File: src/rtl/cpu5_mc_controller.sv
// cpu5_mc_controller: multicycle control FSM for cpu5.
// Sequences FETCH..WB per instruction, handshakes with a shared memory
// (wait states, bounded by an optional timeout), and traps undefined ops.
// Outputs are decodes of the registered state; FETCH completion and the
// branch PC enable also look at mem_ready / zero in the same cycle.
module cpu5_mc_controller #(
    parameter int OPCODE_W = 7,
    parameter int FUNCT_W  = 7,
    parameter int ALUCTL_W = 3,
    parameter int TIMEOUT  = 15
) (
    input  logic                clk,
    input  logic                reset,
    input  logic [OPCODE_W-1:0] op,
    input  logic [2:0]          funct3,
    input  logic [FUNCT_W-1:0]  funct,
    input  logic                zero,
    input  logic                mem_ready,
    output logic                mem_req,
    output logic                memwrite,
    output logic                iord,
    output logic                irwrite,
    output logic                pc_en,
    output logic [1:0]          pcsrc,
    output logic                alusrca,
    output logic [1:0]          alusrcb,
    output logic [1:0]          wbsel,
    output logic                regwrite,
    output logic [ALUCTL_W-1:0] alucontrol,
    output logic                illegal,
    output logic                mem_timeout
);

    // FSM encoding
    localparam logic [3:0] S_FETCH  = 4'd0;
    localparam logic [3:0] S_DECODE = 4'd1;
    localparam logic [3:0] S_MEMADR = 4'd2;
    localparam logic [3:0] S_MEMRD  = 4'd3;
    localparam logic [3:0] S_MEMWR  = 4'd4;
    localparam logic [3:0] S_MEMWB  = 4'd5;
    localparam logic [3:0] S_EXEC   = 4'd6;
    localparam logic [3:0] S_IEXEC  = 4'd7;
    localparam logic [3:0] S_ALUWB  = 4'd8;
    localparam logic [3:0] S_BRANCH = 4'd9;
    localparam logic [3:0] S_JUMP   = 4'd10;
    localparam logic [3:0] S_TRAP   = 4'd11;

    // opcodes
    localparam logic [OPCODE_W-1:0] OP_R      = OPCODE_W'(7'b0110011);
    localparam logic [OPCODE_W-1:0] OP_I      = OPCODE_W'(7'b0010011);
    localparam logic [OPCODE_W-1:0] OP_LOAD   = OPCODE_W'(7'b0000011);
    localparam logic [OPCODE_W-1:0] OP_STORE  = OPCODE_W'(7'b0100011);
    localparam logic [OPCODE_W-1:0] OP_BRANCH = OPCODE_W'(7'b1100011);
    localparam logic [OPCODE_W-1:0] OP_JAL    = OPCODE_W'(7'b1101111);

    // ALU control codes
    localparam logic [ALUCTL_W-1:0] ALU_ADD = ALUCTL_W'(3'b010);
    localparam logic [ALUCTL_W-1:0] ALU_SUB = ALUCTL_W'(3'b110);
    localparam logic [ALUCTL_W-1:0] ALU_AND = ALUCTL_W'(3'b000);
    localparam logic [ALUCTL_W-1:0] ALU_OR  = ALUCTL_W'(3'b001);
    localparam logic [ALUCTL_W-1:0] ALU_SLT = ALUCTL_W'(3'b111);

    // Wait counter saturates at TIMEOUT; with the timeout disabled it just
    // parks at 1 so it never wraps.
    localparam int CNT_W = (TIMEOUT > 0) ? $clog2(TIMEOUT + 1) : 1;
    localparam logic [CNT_W-1:0] CNT_SAT = (TIMEOUT > 0) ? CNT_W'(TIMEOUT) : CNT_W'(1);

    logic [3:0]       state, state_next;
    logic [CNT_W-1:0] wait_cnt;
    logic             is_store;   // captured in DECODE so op may change later
    logic             in_mem;
    logic             timed_out;
    logic [ALUCTL_W-1:0] r_alu, i_alu;
    logic             r_legal, i_legal, br_legal;
    logic             unused_funct;

    // only funct[5] matters (add vs sub); the rest of funct7 is ignored
    assign unused_funct = ^funct;

    assign in_mem    = (state == S_FETCH) || (state == S_MEMRD) || (state == S_MEMWR);
    assign timed_out = (TIMEOUT != 0) && in_mem && !mem_ready && (wait_cnt == CNT_SAT);
    assign br_legal  = (funct3 == 3'b000) || (funct3 == 3'b001);

    // R-type and I-type ALU decode; illegal combos fall back to add and trap
    always_comb begin
        r_alu   = ALU_ADD;
        r_legal = 1'b1;
        case (funct3)
            3'b000:  r_alu = funct[5] ? ALU_SUB : ALU_ADD;
            3'b111:  r_alu = ALU_AND;
            3'b110:  r_alu = ALU_OR;
            3'b010:  r_alu = ALU_SLT;
            default: r_legal = 1'b0;
        endcase
        i_alu   = ALU_ADD;
        i_legal = 1'b1;
        case (funct3)
            3'b000:  i_alu = ALU_ADD;
            3'b111:  i_alu = ALU_AND;
            3'b110:  i_alu = ALU_OR;
            3'b010:  i_alu = ALU_SLT;
            default: i_legal = 1'b0;
        endcase
    end

    // next-state logic
    always_comb begin
        state_next = state;
        case (state)
            S_FETCH: begin
                if (mem_ready)      state_next = S_DECODE;
                else if (timed_out) state_next = S_FETCH;
            end
            S_DECODE: begin
                if (op == OP_LOAD || op == OP_STORE) state_next = S_MEMADR;
                else if (op == OP_R)                 state_next = S_EXEC;
                else if (op == OP_I)                 state_next = S_IEXEC;
                else if (op == OP_BRANCH)            state_next = S_BRANCH;
                else if (op == OP_JAL)               state_next = S_JUMP;
                else                                 state_next = S_TRAP;
            end
            S_MEMADR: state_next = is_store ? S_MEMWR : S_MEMRD;
            S_MEMRD: begin
                if (mem_ready)      state_next = S_MEMWB;
                else if (timed_out) state_next = S_FETCH;
            end
            S_MEMWR: begin
                if (mem_ready || timed_out) state_next = S_FETCH;
            end
            S_MEMWB:  state_next = S_FETCH;
            S_EXEC:   state_next = r_legal ? S_ALUWB : S_TRAP;
            S_IEXEC:  state_next = i_legal ? S_ALUWB : S_TRAP;
            S_ALUWB:  state_next = S_FETCH;
            S_BRANCH: state_next = br_legal ? S_FETCH : S_TRAP;
            S_JUMP:   state_next = S_FETCH;
            S_TRAP:   state_next = S_FETCH;
            default:  state_next = S_FETCH;
        endcase
    end

    // state register and load/store flag
    always_ff @(posedge clk) begin
        if (reset) begin
            state    <= S_FETCH;
            is_store <= 1'b0;
        end else begin
            state <= state_next;
            if (state == S_DECODE) is_store <= (op == OP_STORE);
        end
    end

    // wait counter: counts stalled memory cycles, cleared on any exit
    always_ff @(posedge clk) begin
        if (reset) begin
            wait_cnt <= '0;
        end else if (state_next != state || timed_out) begin
            wait_cnt <= '0;
        end else if (in_mem && !mem_ready && wait_cnt != CNT_SAT) begin
            wait_cnt <= wait_cnt + 1'b1;
        end
    end

    // output decode; everything is held at 0 while reset is asserted
    always_comb begin
        mem_req     = 1'b0;
        memwrite    = 1'b0;
        iord        = 1'b0;
        irwrite     = 1'b0;
        pc_en       = 1'b0;
        pcsrc       = 2'd0;
        alusrca     = 1'b0;
        alusrcb     = 2'd0;
        wbsel       = 2'd0;
        regwrite    = 1'b0;
        alucontrol  = ALU_AND;
        illegal     = 1'b0;
        mem_timeout = 1'b0;
        case (state)
            S_FETCH: begin
                mem_req    = 1'b1;
                alusrcb    = 2'd1;
                alucontrol = ALU_ADD;
                irwrite    = mem_ready;
                pc_en      = mem_ready;
            end
            S_DECODE: begin
                alusrcb    = 2'd2;
                alucontrol = ALU_ADD;
            end
            S_MEMADR: begin
                alusrca    = 1'b1;
                alusrcb    = 2'd2;
                alucontrol = ALU_ADD;
            end
            S_MEMRD: begin
                mem_req = 1'b1;
                iord    = 1'b1;
            end
            S_MEMWR: begin
                mem_req  = 1'b1;
                memwrite = 1'b1;
                iord     = 1'b1;
            end
            S_MEMWB: begin
                regwrite = 1'b1;
                wbsel    = 2'd1;
            end
            S_EXEC: begin
                alusrca    = 1'b1;
                alucontrol = r_alu;
            end
            S_IEXEC: begin
                alusrca    = 1'b1;
                alusrcb    = 2'd2;
                alucontrol = i_alu;
            end
            S_ALUWB: begin
                regwrite = 1'b1;
            end
            S_BRANCH: begin
                alusrca    = 1'b1;
                alucontrol = ALU_SUB;
                pcsrc      = 2'd1;
                pc_en      = br_legal & (zero ^ funct3[0]);
            end
            S_JUMP: begin
                pc_en    = 1'b1;
                pcsrc    = 2'd2;
                regwrite = 1'b1;
                wbsel    = 2'd2;
            end
            S_TRAP: begin
                illegal = 1'b1;
            end
            default: ;
        endcase
        mem_timeout = timed_out;
        if (reset) begin
            mem_req     = 1'b0;
            memwrite    = 1'b0;
            iord        = 1'b0;
            irwrite     = 1'b0;
            pc_en       = 1'b0;
            pcsrc       = 2'd0;
            alusrca     = 1'b0;
            alusrcb     = 2'd0;
            wbsel       = 2'd0;
            regwrite    = 1'b0;
            alucontrol  = '0;
            illegal     = 1'b0;
            mem_timeout = 1'b0;
        end
    end

endmodule

File: config.mk
export PLATFORM = sky130hd
export DESIGN_NAME = cpu5_mc_controller
export DESIGN_NICKNAME = d
export VERILOG_FILES = /design/src/rtl/cpu5_mc_controller.sv
export SDC_FILE = /design/constraint.sdc
export NUM_CORES = 1
export LEC_CHECK = 0
export BUFFER_PORTS_ARGS = -buffer_cell sky130_fd_sc_hd__buf_2
export CAP_MARGIN = 20
export CORE_MARGIN = 3
export CORE_UTILIZATION = 47
export CTS_CLUSTER_SIZE = 28
export DETAILED_ROUTE_END_ITERATION = 10
export PLACE_DENSITY = 0.78
export SYNTH_ARGS = -nofsm -noshare
export SYNTH_HDL_FRONTEND = slang
export SYNTH_SLANG_ARGS = --single-unit
File: constraint.sdc
create_clock -name clk -period 2.3 [get_ports clk]
set_input_delay 0.345 -clock clk [delete_from_list [all_inputs] [get_ports clk]]
set_output_delay 0.345 -clock clk [all_outputs]
set_load 0.005 [all_outputs]
==> impl_results.md <==
* CP Cell Sequence: nand2_1 > o21a_1 > or3_1 > nor3_1 > buf_2
* IO buf count at 32
* Layout cells sized above 1 at 34.55%
* Nets at 188
* GR met3 Demand/Resource at 5.248%
* Total track usage at 19.96%
* Worst Path Required at 1.96 ns
* DP HPWL at 1.924 mm
* Global-route wire length before repair at 4.146 mm
* Via-to-Cell Ratio at 5.816
* Cells after Synth at 131
* Setup violations, final at 0
* CP arrival at 1.77 ns
* H-tree Lvls at 1
* Number of global-route vias before repair at 961
* Buf+Inv Stages, Crit Path at 1
* Largest net degree at the start of global routing at 20
* Clk buf depth at 2
* Vias at 1,105
* Antenna diode count at 0
* Wirelength per Cell at 12.69 um
* RSZ-0062 raised after global routing: false
* Die ar. at 0.002602 sq mm
* Maxcap violations at 0
* Fin Setup TNS at 0 ns
* DRC Markers at 0
* Yosys warning total at 0
* Slowest stage delay, CP at 0.47 ns
* GP Congestion at 0.8039
* Slowest CP cell: dfxtp_2
* Clock latency at the later pin of the worst-skew pair at 0.26 ns
* Post-DRT Antenna Nets at 0
* Setup Fix Bufs, Post-CTS at 0
* Cell area after synthesis at 952.2 sq um
* VDD IR-drop max at 0.5517 mV
* Leakage at 0.5103 nW
* Synth unique cells at 51
* Max Clk Rate at 472.6 MHz
* Area post-placement at 0.001150 sq mm
* Gr busiest metal: met2
* Crit end category: output pin
* Final Power at 1.051 mW
* Die Y-Extent at 51.01 um
* CTS sink cnt at 9
* Drt first pass iters at 4
* Hold WS at 0.4009 ns
* Std-Cell Rows at 15
* P per Cell Area at 890.0 mW/mm^2
* Final WL at 2.411 mm
* Crit path launch type: register
* Mean Syn Cell Area at 7.268 sq um
* WS Path Type: reg2out
* GR Util met2 at 33.69%
* CTS clk-pin slew, worst paths at 0.05 ns
* Seq/Total Area, Yosys at 18.92%
* Top FF cell, synth: dfxtp_1
* Final-report max-slew violation count at 0
* Min Clock Period, post-route at 2.116 ns
* Initial antenna violation count at 0
* Period utilization at 92.00%
* Hold Crit Class: in2reg
* Mapped Nets at 153
* Family with the most delay on the worst path: simple AND/OR/NAND/NOR gates
* EDFF count, synth at 0
* Initial cell density of the core at 52.30%
* Rel. slew slack at 70.31%
* Core area at 0.001821 sq mm
* CTS root buf: clkbuf_4
* Area Growth Syn to Fin at 24.05%
* Final instance area at 0.001181 sq mm
* Num CTS Buffers at 3
* 1st-iter DRT viols at 24
* Filler Cells Inserted at 182
* Status: complete, no violations
* Post-synth ARST share at 0%
* CTS Hold Bufs at 0
* Slew @ Worst Pin at 0.4441 ns
* Synthesized flop and latch total at 9
* M1 GR Usage at 26.24%
* Final worst clock skew at 0.009715 ns
* IO Count at 39
* Maximum net fanout on the critical path at 14
* Final Hold Vio Count at 0
* Die W at 51.01 um
* Gr ovfl total at 0
* CTS tree: done
## power breakdown
part	leakage [nW]	internal, mW	switching (mW)
Combinational	0.421	0.326	0.334
Clock	0.0150	0.0666	0.0526
Sequential	0.0747	0.192	0.0808
## logic make-up (layout without fill, tap and decap cells)
family | after synthesis | after routing | synth area share [%]
AND/OR/NAND/NOR | 70 | 70 | 44.94
flip-flops | 9 | 9 | 18.92
buffers and inverters | 11 | 45 | 5.256
multiplexers | 3 | 3 | 3.285
adder cells (fa/ha/maj) | 1 | 1 | 1.314
XOR/XNOR | 4 | 4 | 3.680
AO/OA/AOI/OAI | 33 | 33 | 22.60
## flip-flops by register name, indices dropped and copies added, names as in the netlist
| signal | flops |
|---|---|
| is_store | 1 |
| state | 4 |
| wait_cnt | 4 |
## path summary, 6_finish.rpt
kind / startpoint / endpoint / slack, ns / cells past startpoint
worst min register to register: wait_cnt[1]$_SDFFE_PP0P_ / wait_cnt[1]$_SDFFE_PP0P_ / 0.55 / 2
worst max-delay path: state[0]$_SDFF_PP0_ / mem_timeout / 0.18 / 5
worst max register to register: state[1]$_SDFF_PP0_ / wait_cnt[2]$_SDFFE_PP0P_ / 0.30 / 7
worst min-delay path: op[5] / is_store$_SDFFE_PP0P_ / 0.40 / 3
## tightest hold or removal path, cell delays in order
cell	delay, ns
buf_2	0.11
nand4b_1	0.09
a21oi_1	0.06
## cell usage in the layout, fill, tap and decap left out, drive strengths merged, types with 3 or more instances in the layout
cell     n
o21ai    5
a21oi   12
nor3    10
nor2    13
nand4b   3
and2     3
buf     38
inv      3
xor2     3
clkbuf   4
o22ai    3
dfxtp    9
nand2b   7
or2      5
nand2    9
nor2b    3
## metal layers
metal	part of all wire (%)	up-vias
li1	-	552
met1	46	514
met2	47	39
met3	7.4	0
met4	0	0
met5	0	-
## cell type report
type	count	area [sq um]	share of cell area, %
multi-input combinational	111	721.9	61.12
inverter	3	11.26	0.9534
tap	25	31.28	2.648
timing repair buffer	38	205.2	17.37
clock buffer	4	26.28	2.225
sequential	9	185.2	15.68
## cells in the mapped netlist (2+ instances only)
master	number	area [sq um]
and2_1	3	18.77
dfxtp_1	9	180.2
or2_1	2	12.51
o211ai_1	2	15.01
nand2b_1	7	43.79
clkbuf_1	3	11.26
inv_1	3	11.26
o21ai_0	5	25.02
buf_2	4	20.02
nand4b_1	3	26.28
a21o_1	2	15.01
or3b_1	2	17.52
o22ai_1	3	18.77
nand2_1	8	30.03
a21oi_1	12	60.06
nor2_1	12	45.04
nor3_1	10	50.05
nor2b_1	3	18.77
xor2_1	3	26.28
nand3_1	2	10.01
or2_2	2	12.51
mux2i_1	2	20.02
## metrics by stage
step,util (%),std cells,setup slack (ns)
2_1_floorplan,-,131,0.4574
3_3_place_gp,63.16,186,0.2077
3_5_place_dp,63.16,186,0.1539
4_1_cts,64.60,190,0.01872
5_1_grt,64.88,190,0.04297
6_report,64.88,190,0.1841
## what timing repair did
item                                   in CTS  in global routing
endpoints found under the hold margin       0                  0
resized for setup                           0                  4
setup endpoints to repair                   0                  4
(Power assumes the default switching activity.)
